===== config.mk =====
export PLATFORM = sky130hd
export DESIGN_NAME = nixie_reader
export DESIGN_NICKNAME = d
export VERILOG_FILES = /design/src/rtl/nixie_reader_pkg.sv /design/src/rtl/nixie_seg_decode.sv /design/src/rtl/nixie_reader.sv
export SDC_FILE = /design/constraint.sdc
export NUM_CORES = 1
export LEC_CHECK = 0
export CORE_UTILIZATION = 35
export DETAILED_ROUTE_END_ITERATION = 8
export GPL_TIMING_DRIVEN = 0
export PLACE_DENSITY = 0.66
export SLEW_MARGIN = 15
export SYNTH_ARGS = -nofsm -noshare
export SYNTH_HDL_FRONTEND = slang
export SYNTH_SLANG_ARGS = --single-unit

===== constraint.sdc =====
create_clock -name clk -period 1.72 [get_ports clk]
set_input_delay 0.344 -clock clk [delete_from_list [all_inputs] [get_ports clk]]
set_output_delay 0.344 -clock clk [all_outputs]
set_load 0.02 [all_outputs]

===== src/rtl/nixie_reader_pkg.sv =====
// Shared constants for the two-digit nixie segment bus: the sixteen hex
// digit patterns (segment a..g, a in bit 0), the blank pattern, the digit
// select codes and the reader's state type.
package nixie_reader_pkg;

    localparam logic [0:6] NIXIE_BLANK   = 7'b0000000;

    localparam logic [0:6] NIXIE_DIGIT_0 = 7'b1111110;
    localparam logic [0:6] NIXIE_DIGIT_1 = 7'b0110000;
    localparam logic [0:6] NIXIE_DIGIT_2 = 7'b1101101;
    localparam logic [0:6] NIXIE_DIGIT_3 = 7'b1111001;
    localparam logic [0:6] NIXIE_DIGIT_4 = 7'b0110011;
    localparam logic [0:6] NIXIE_DIGIT_5 = 7'b1011011;
    localparam logic [0:6] NIXIE_DIGIT_6 = 7'b1011111;
    localparam logic [0:6] NIXIE_DIGIT_7 = 7'b1110000;
    localparam logic [0:6] NIXIE_DIGIT_8 = 7'b1111111;
    localparam logic [0:6] NIXIE_DIGIT_9 = 7'b1111011;
    localparam logic [0:6] NIXIE_DIGIT_A = 7'b1110111;
    localparam logic [0:6] NIXIE_DIGIT_B = 7'b0011111;
    localparam logic [0:6] NIXIE_DIGIT_C = 7'b1001110;
    localparam logic [0:6] NIXIE_DIGIT_D = 7'b0111101;
    localparam logic [0:6] NIXIE_DIGIT_E = 7'b1001111;
    localparam logic [0:6] NIXIE_DIGIT_F = 7'b1000111;

    // Digit 1 carries the high nibble, digit 0 the low nibble.
    localparam logic [1:0] NIXIE_SEL_HI  = 2'b10;
    localparam logic [1:0] NIXIE_SEL_LO  = 2'b01;

    typedef enum logic {
        ST_COLLECT = 1'b0,
        ST_OUT     = 1'b1
    } reader_state_e;

endpackage


===== src/rtl/nixie_seg_decode.sv =====
// Combinational decode of a 7-segment pattern back to its hex nibble.
// Anything outside the sixteen digit patterns is flagged as not legal;
// the blank pattern is reported separately so it can be ignored silently.
module nixie_seg_decode
    import nixie_reader_pkg::*;
(
    input  logic [0:6] seg,
    output logic [3:0] nibble,
    output logic       legal,
    output logic       blank
);

    // Pattern lookup; unknown patterns fall through to not-legal.
    always_comb begin
        nibble = 4'h0;
        legal  = 1'b1;
        blank  = (seg == NIXIE_BLANK);
        case (seg)
            NIXIE_DIGIT_0: nibble = 4'h0;
            NIXIE_DIGIT_1: nibble = 4'h1;
            NIXIE_DIGIT_2: nibble = 4'h2;
            NIXIE_DIGIT_3: nibble = 4'h3;
            NIXIE_DIGIT_4: nibble = 4'h4;
            NIXIE_DIGIT_5: nibble = 4'h5;
            NIXIE_DIGIT_6: nibble = 4'h6;
            NIXIE_DIGIT_7: nibble = 4'h7;
            NIXIE_DIGIT_8: nibble = 4'h8;
            NIXIE_DIGIT_9: nibble = 4'h9;
            NIXIE_DIGIT_A: nibble = 4'hA;
            NIXIE_DIGIT_B: nibble = 4'hB;
            NIXIE_DIGIT_C: nibble = 4'hC;
            NIXIE_DIGIT_D: nibble = 4'hD;
            NIXIE_DIGIT_E: nibble = 4'hE;
            NIXIE_DIGIT_F: nibble = 4'hF;
            default:       legal  = 1'b0;
        endcase
    end

endmodule


===== src/rtl/nixie_reader.sv =====
// Receiver for the time-multiplexed two-digit segment bus. Each digit's
// pattern must be seen unchanged for STABLE_CYCLES samples before it is
// captured; the two captured nibbles are then presented as one byte on a
// valid/ready handshake. Reset is asynchronous and active-low.
module nixie_reader
    import nixie_reader_pkg::*;
#(
    parameter int STABLE_CYCLES = 4
) (
    input  logic       clk,
    input  logic       rst,
    input  logic [0:6] seg_i,
    input  logic [1:0] dig_sel_i,
    output logic [7:0] data_o,
    output logic       valid_o,
    input  logic       ready_i,
    output logic       err_o
);

    localparam logic [7:0] STABLE_LIM = 8'(STABLE_CYCLES);

    logic [0:6]    prev_seg_q, prev_seg_d;
    logic [1:0]    prev_sel_q, prev_sel_d;
    logic [7:0]    cnt_q, cnt_d;
    logic [3:0]    hi_q, hi_d, lo_q, lo_d;
    logic          hi_flag_q, hi_flag_d, lo_flag_q, lo_flag_d;
    logic [7:0]    data_q, data_d;
    logic          valid_q, valid_d;
    logic          err_q, err_d;
    reader_state_e state_q, state_d;

    logic          sel_one_hot;
    logic          same_sample;
    logic          capture;
    logic [3:0]    dec_nibble;
    logic          dec_legal;
    logic          dec_blank;

    nixie_seg_decode u_decode (
        .seg    (seg_i),
        .nibble (dec_nibble),
        .legal  (dec_legal),
        .blank  (dec_blank)
    );

    // Stability window: count identical samples, restart on any change or select glitch.
    always_comb begin
        sel_one_hot = (dig_sel_i == NIXIE_SEL_HI) || (dig_sel_i == NIXIE_SEL_LO);
        same_sample = (dig_sel_i == prev_sel_q) && (seg_i == prev_seg_q);
        prev_seg_d  = prev_seg_q;
        prev_sel_d  = prev_sel_q;
        cnt_d       = cnt_q;
        if (!sel_one_hot) begin
            cnt_d      = 8'd0;
            prev_sel_d = dig_sel_i;
        end else if (!same_sample) begin
            cnt_d      = 8'd1;
            prev_sel_d = dig_sel_i;
            prev_seg_d = seg_i;
        end else if (cnt_q < STABLE_LIM) begin
            cnt_d = cnt_q + 8'd1;
        end
        capture = sel_one_hot && same_sample && (cnt_q == STABLE_LIM - 8'd1);
    end

    // Byte assembly and handshake; a capture is applied after any flag clear so it wins.
    always_comb begin
        hi_d      = hi_q;
        lo_d      = lo_q;
        hi_flag_d = hi_flag_q;
        lo_flag_d = lo_flag_q;
        data_d    = data_q;
        valid_d   = valid_q;
        err_d     = 1'b0;
        state_d   = state_q;
        case (state_q)
            ST_COLLECT: begin
                if (hi_flag_q && lo_flag_q) begin
                    data_d    = {hi_q, lo_q};
                    valid_d   = 1'b1;
                    hi_flag_d = 1'b0;
                    lo_flag_d = 1'b0;
                    state_d   = ST_OUT;
                end
            end
            ST_OUT: begin
                if (valid_q && ready_i) begin
                    if (hi_flag_q && lo_flag_q) begin
                        data_d    = {hi_q, lo_q};
                        hi_flag_d = 1'b0;
                        lo_flag_d = 1'b0;
                    end else begin
                        valid_d = 1'b0;
                        state_d = ST_COLLECT;
                    end
                end
            end
            default: state_d = ST_COLLECT;
        endcase
        if (capture) begin
            if (dec_legal) begin
                if (dig_sel_i == NIXIE_SEL_HI) begin
                    hi_d      = dec_nibble;
                    hi_flag_d = 1'b1;
                end else begin
                    lo_d      = dec_nibble;
                    lo_flag_d = 1'b1;
                end
            end else if (!dec_blank) begin
                err_d = 1'b1;
            end
        end
    end

    // State registers; reset discards any partially assembled byte.
    always_ff @(posedge clk or negedge rst) begin
        if (!rst) begin
            prev_seg_q <= 7'b0000000;
            prev_sel_q <= 2'b00;
            cnt_q      <= 8'd0;
            hi_q       <= 4'h0;
            lo_q       <= 4'h0;
            hi_flag_q  <= 1'b0;
            lo_flag_q  <= 1'b0;
            data_q     <= 8'h00;
            valid_q    <= 1'b0;
            err_q      <= 1'b0;
            state_q    <= ST_COLLECT;
        end else begin
            prev_seg_q <= prev_seg_d;
            prev_sel_q <= prev_sel_d;
            cnt_q      <= cnt_d;
            hi_q       <= hi_d;
            lo_q       <= lo_d;
            hi_flag_q  <= hi_flag_d;
            lo_flag_q  <= lo_flag_d;
            data_q     <= data_d;
            valid_q    <= valid_d;
            err_q      <= err_d;
            state_q    <= state_d;
        end
    end

    assign data_o  = data_q;
    assign valid_o = valid_q;
    assign err_o   = err_q;

endmodule


==> impl_metrics.toml <==
[run_status]
status = "complete, no violations"

[floorplanning]
chipHeight_um = 76.5
io_pins = 22
rows = 26
initial_core_util = 0.371
die_w_um = 76.5
dieArea_um2 = 5860
coreArea_um2 = 5240

[worst_setup_path]
worstSetupPathType = "input pin to flip-flop"
arrival_ps = 1880
required_ps = 1910
ff2ff_path_depth = 6
r2r_start = "prev_sel_q[1]$_DFFE_PN0P_"
timing.rr.end = "lo_q[3]$_DFFE_PN0P_"
startpoint_type = "input pin"
cp_max_fo = 7
timing.reg2reg.setup_slack_ps = 110
crit_path_end_kind = "flip-flop"

[placement]
place_congestion = 0.839
dpl-instance-area_um2 = 2260
dp_hpwl_um = 2710
numPortBuffers = 21

[worst_hold_path]
hp-start = "dig_sel_i[0]"
hold_depth = 2
hold_class = "input pin to flip-flop"
holdPathEnd = "prev_sel_q[0]$_DFFE_PN0P_"

[final_layout]
layout_commonest_cell = "dfrtp_1"
fin_area_um2 = 2730
syn_to_final_growth_pct = 40.6
most-common-layout-cells = "dfrtp_1 (38), buf_4 (16), nand2_1 (15), mux2_2 (13), clkdlybuf4s50_1 (11)"
nNetsFinal = 239
drive_above_1_share = 0.394
n_antenna_cell = 0

[global_routing]
grt_antenna_before_repair = 0
grt_usage = 0.152
grt_overflow = 0
first_global_vias = 1599
grt_max_degree = 25
grt_pass1_wl_um = 7110

[sta]
rsz0062_at_grt = "yes"
fmax_ghz = 0.592
hold_viol_final = 0
period_minus_slack_ps = 1690
worstMarginPinSlew_ps = 627
report.final.slew_viol_count = 0
relSlewSlack = 0.576
finalSetupViolCount = 0
holdWs_ps = 434
fin_crit_sh = 0.983
fin_skew_ps = 11.7

[power]
p_switching_mw = 0.514
powerDensity_nw_per_um2 = 738
leakage_nw = 1.19
seq_power_share = 0.469
p_sw_frac = 0.255
p_int_mw = 1.50
p_clk_frac = 0.377
combPwrFrac = 0.154
peakVddDrop_mv = 0.638

[logic_synthesis]
synth_seq_area_share = 0.489
synthCells = 180
synth_flop_cell = "dfrtp_1"
yosys_warnings = 0
ys_ff_latch = 38
synth_edf_count = 0
synth_cell_type_count = 48
synth_area_um2 = 1940
syn_nets = 194
synth_area_per_cell_um2 = 10.8
async_flop_share = 1.00

[routing]
drtIter0Drc = 74
drtPass1Iterations = 4
viasPerCell = 5.05
post-route-drc-count = 0
ant_nets = 0
wl_um = 4050
wl_per_cell_um = 13.7
vias = 1495

[clock_network]
cts_tree = "done"
cts_buffers = 5
clock-root-buffer = "clkbuf_8"
cts_max_level = 2
cts.sinks = 38
clock_latency_ps = 290
cts.clk_slew.worst_paths_ps = 80
cts.path.max_buffers = 2

[job]
drv_cap = 0
## cell usage after synthesis (3+ instances only)
master	number	area, um^2
a211oi_1	3	22.5
a21oi_1	6	30.0
a2bb2oi_1	6	52.6
and2_1	6	37.5
buf_2	4	20.0
clkbuf_1	3	11.3
dfrtp_1	38	951
inv_1	6	22.5
mux2_2	13	146
nand2_1	18	67.6
nand2b_1	5	31.3
nand3_1	4	20.0
nor2_1	4	15.0
nor3_1	4	20.0
nor4_1	5	31.3
o21ai_0	3	15.0
xnor2_1	9	78.8
## final cells by class
cell class	count	area [um^2]
tap	70	87.6
clock buffer	5	68.8
inverter	7	26.3
clock inverter	3	45.0
buffer	10	85.1
fill	485	2500
sequential	38	951
timing repair buffer	38	329
multi-input combinational	125	1140
## layer usage
layer  part of all wire  up-vias  global-route usage
met5                  0        -                   0
met4             0.0057        0              0.0577
met3              0.025        2              0.0371
met2               0.50       21               0.247
met1               0.47      737               0.196
li1                   -      735                   -
## registers in the layout, indices dropped and copies added (netlist names)
register / cells
cnt_q: 8
data_o: 8
prev_seg_q: 7
hi_q: 4
lo_q: 4
prev_sel_q: 2
err_o: 1
hi_flag_q: 1
lo_flag_q: 1
state_q: 1
valid_o: 1
## critical path, cell delays in order
cell	delay (ps)
buf_4	130
buf_6	130
buf_4	120
nor4bb_4	140
o2111ai_2	230
o311a_4	290
o211ai_4	100
and3_4	220
a21o_1	150
## power by group through the flow
stage	Clock, mW	Sequential, mW	Combinational (mW)
after floorplan	0	0.960	0.146
after global placement	0	0.962	0.224
after detailed placement	0	0.963	0.232
after CTS	0.778	0.946	0.280
after global routing	0.819	0.952	0.339
final	0.761	0.948	0.310
## worst max-delay path by stage
stage / cells after the start / slack (ps) / end / start
2_1_floorplan: 6 / 2 / hi_q[1]$_DFFE_PN0P_ / seg_i[5]
3_3_place_gp: 6 / -680 / cnt_q[5]$_DFFE_PN0P_ / seg_i[3]
3_5_place_dp: 6 / -660 / cnt_q[3]$_DFFE_PN0P_ / seg_i[3]
4_1_cts: 8 / 20 / lo_q[1]$_DFFE_PN0P_ / seg_i[0]
5_1_grt: 8 / -40 / hi_q[2]$_DFFE_PN0P_ / seg_i[2]
6_report: 9 / 30 / lo_flag_q$_DFF_PN0_ / seg_i[5]
## stage by stage
stage               utilization  power (mW)  setup WS, ps  std cells  TNS (ps)
finish                    0.522        2.02          29.4        296         0
detailed placement        0.432        1.20          -664        272    -16500
global placement          0.428        1.19          -681        271    -40740
floorplan                     -        1.11          1.63        180         0
global route              0.522        2.11         -40.8        296      -229
CTS                       0.505        2.00          15.8        292         0
## kinds of logic (layout without fill, tap and decap cells)
family | Yosys count | after routing | share of synthesized area
xor gates and xnor gates | 10 | 10 | 0.0450
muxes | 14 | 14 | 0.0804
DFF | 38 | 38 | 0.489
adders and majority gates | 2 | 2 | 0.0129
AOI/OAI and AO/OA | 32 | 32 | 0.124
buffers and inverters | 17 | 63 | 0.0450
and+or+nand+nor | 67 | 67 | 0.204
## what timing repair did
action,4_1_cts,5_1_grt
gates resized for setup,58,16
setup endpoints to repair,31,17
pin swaps,15,13
hold buffers,1,0
hold endpoints to repair,14,0
setup buffers,11,4
gates cloned,0,0
Power figures use the tool's default switching activity.
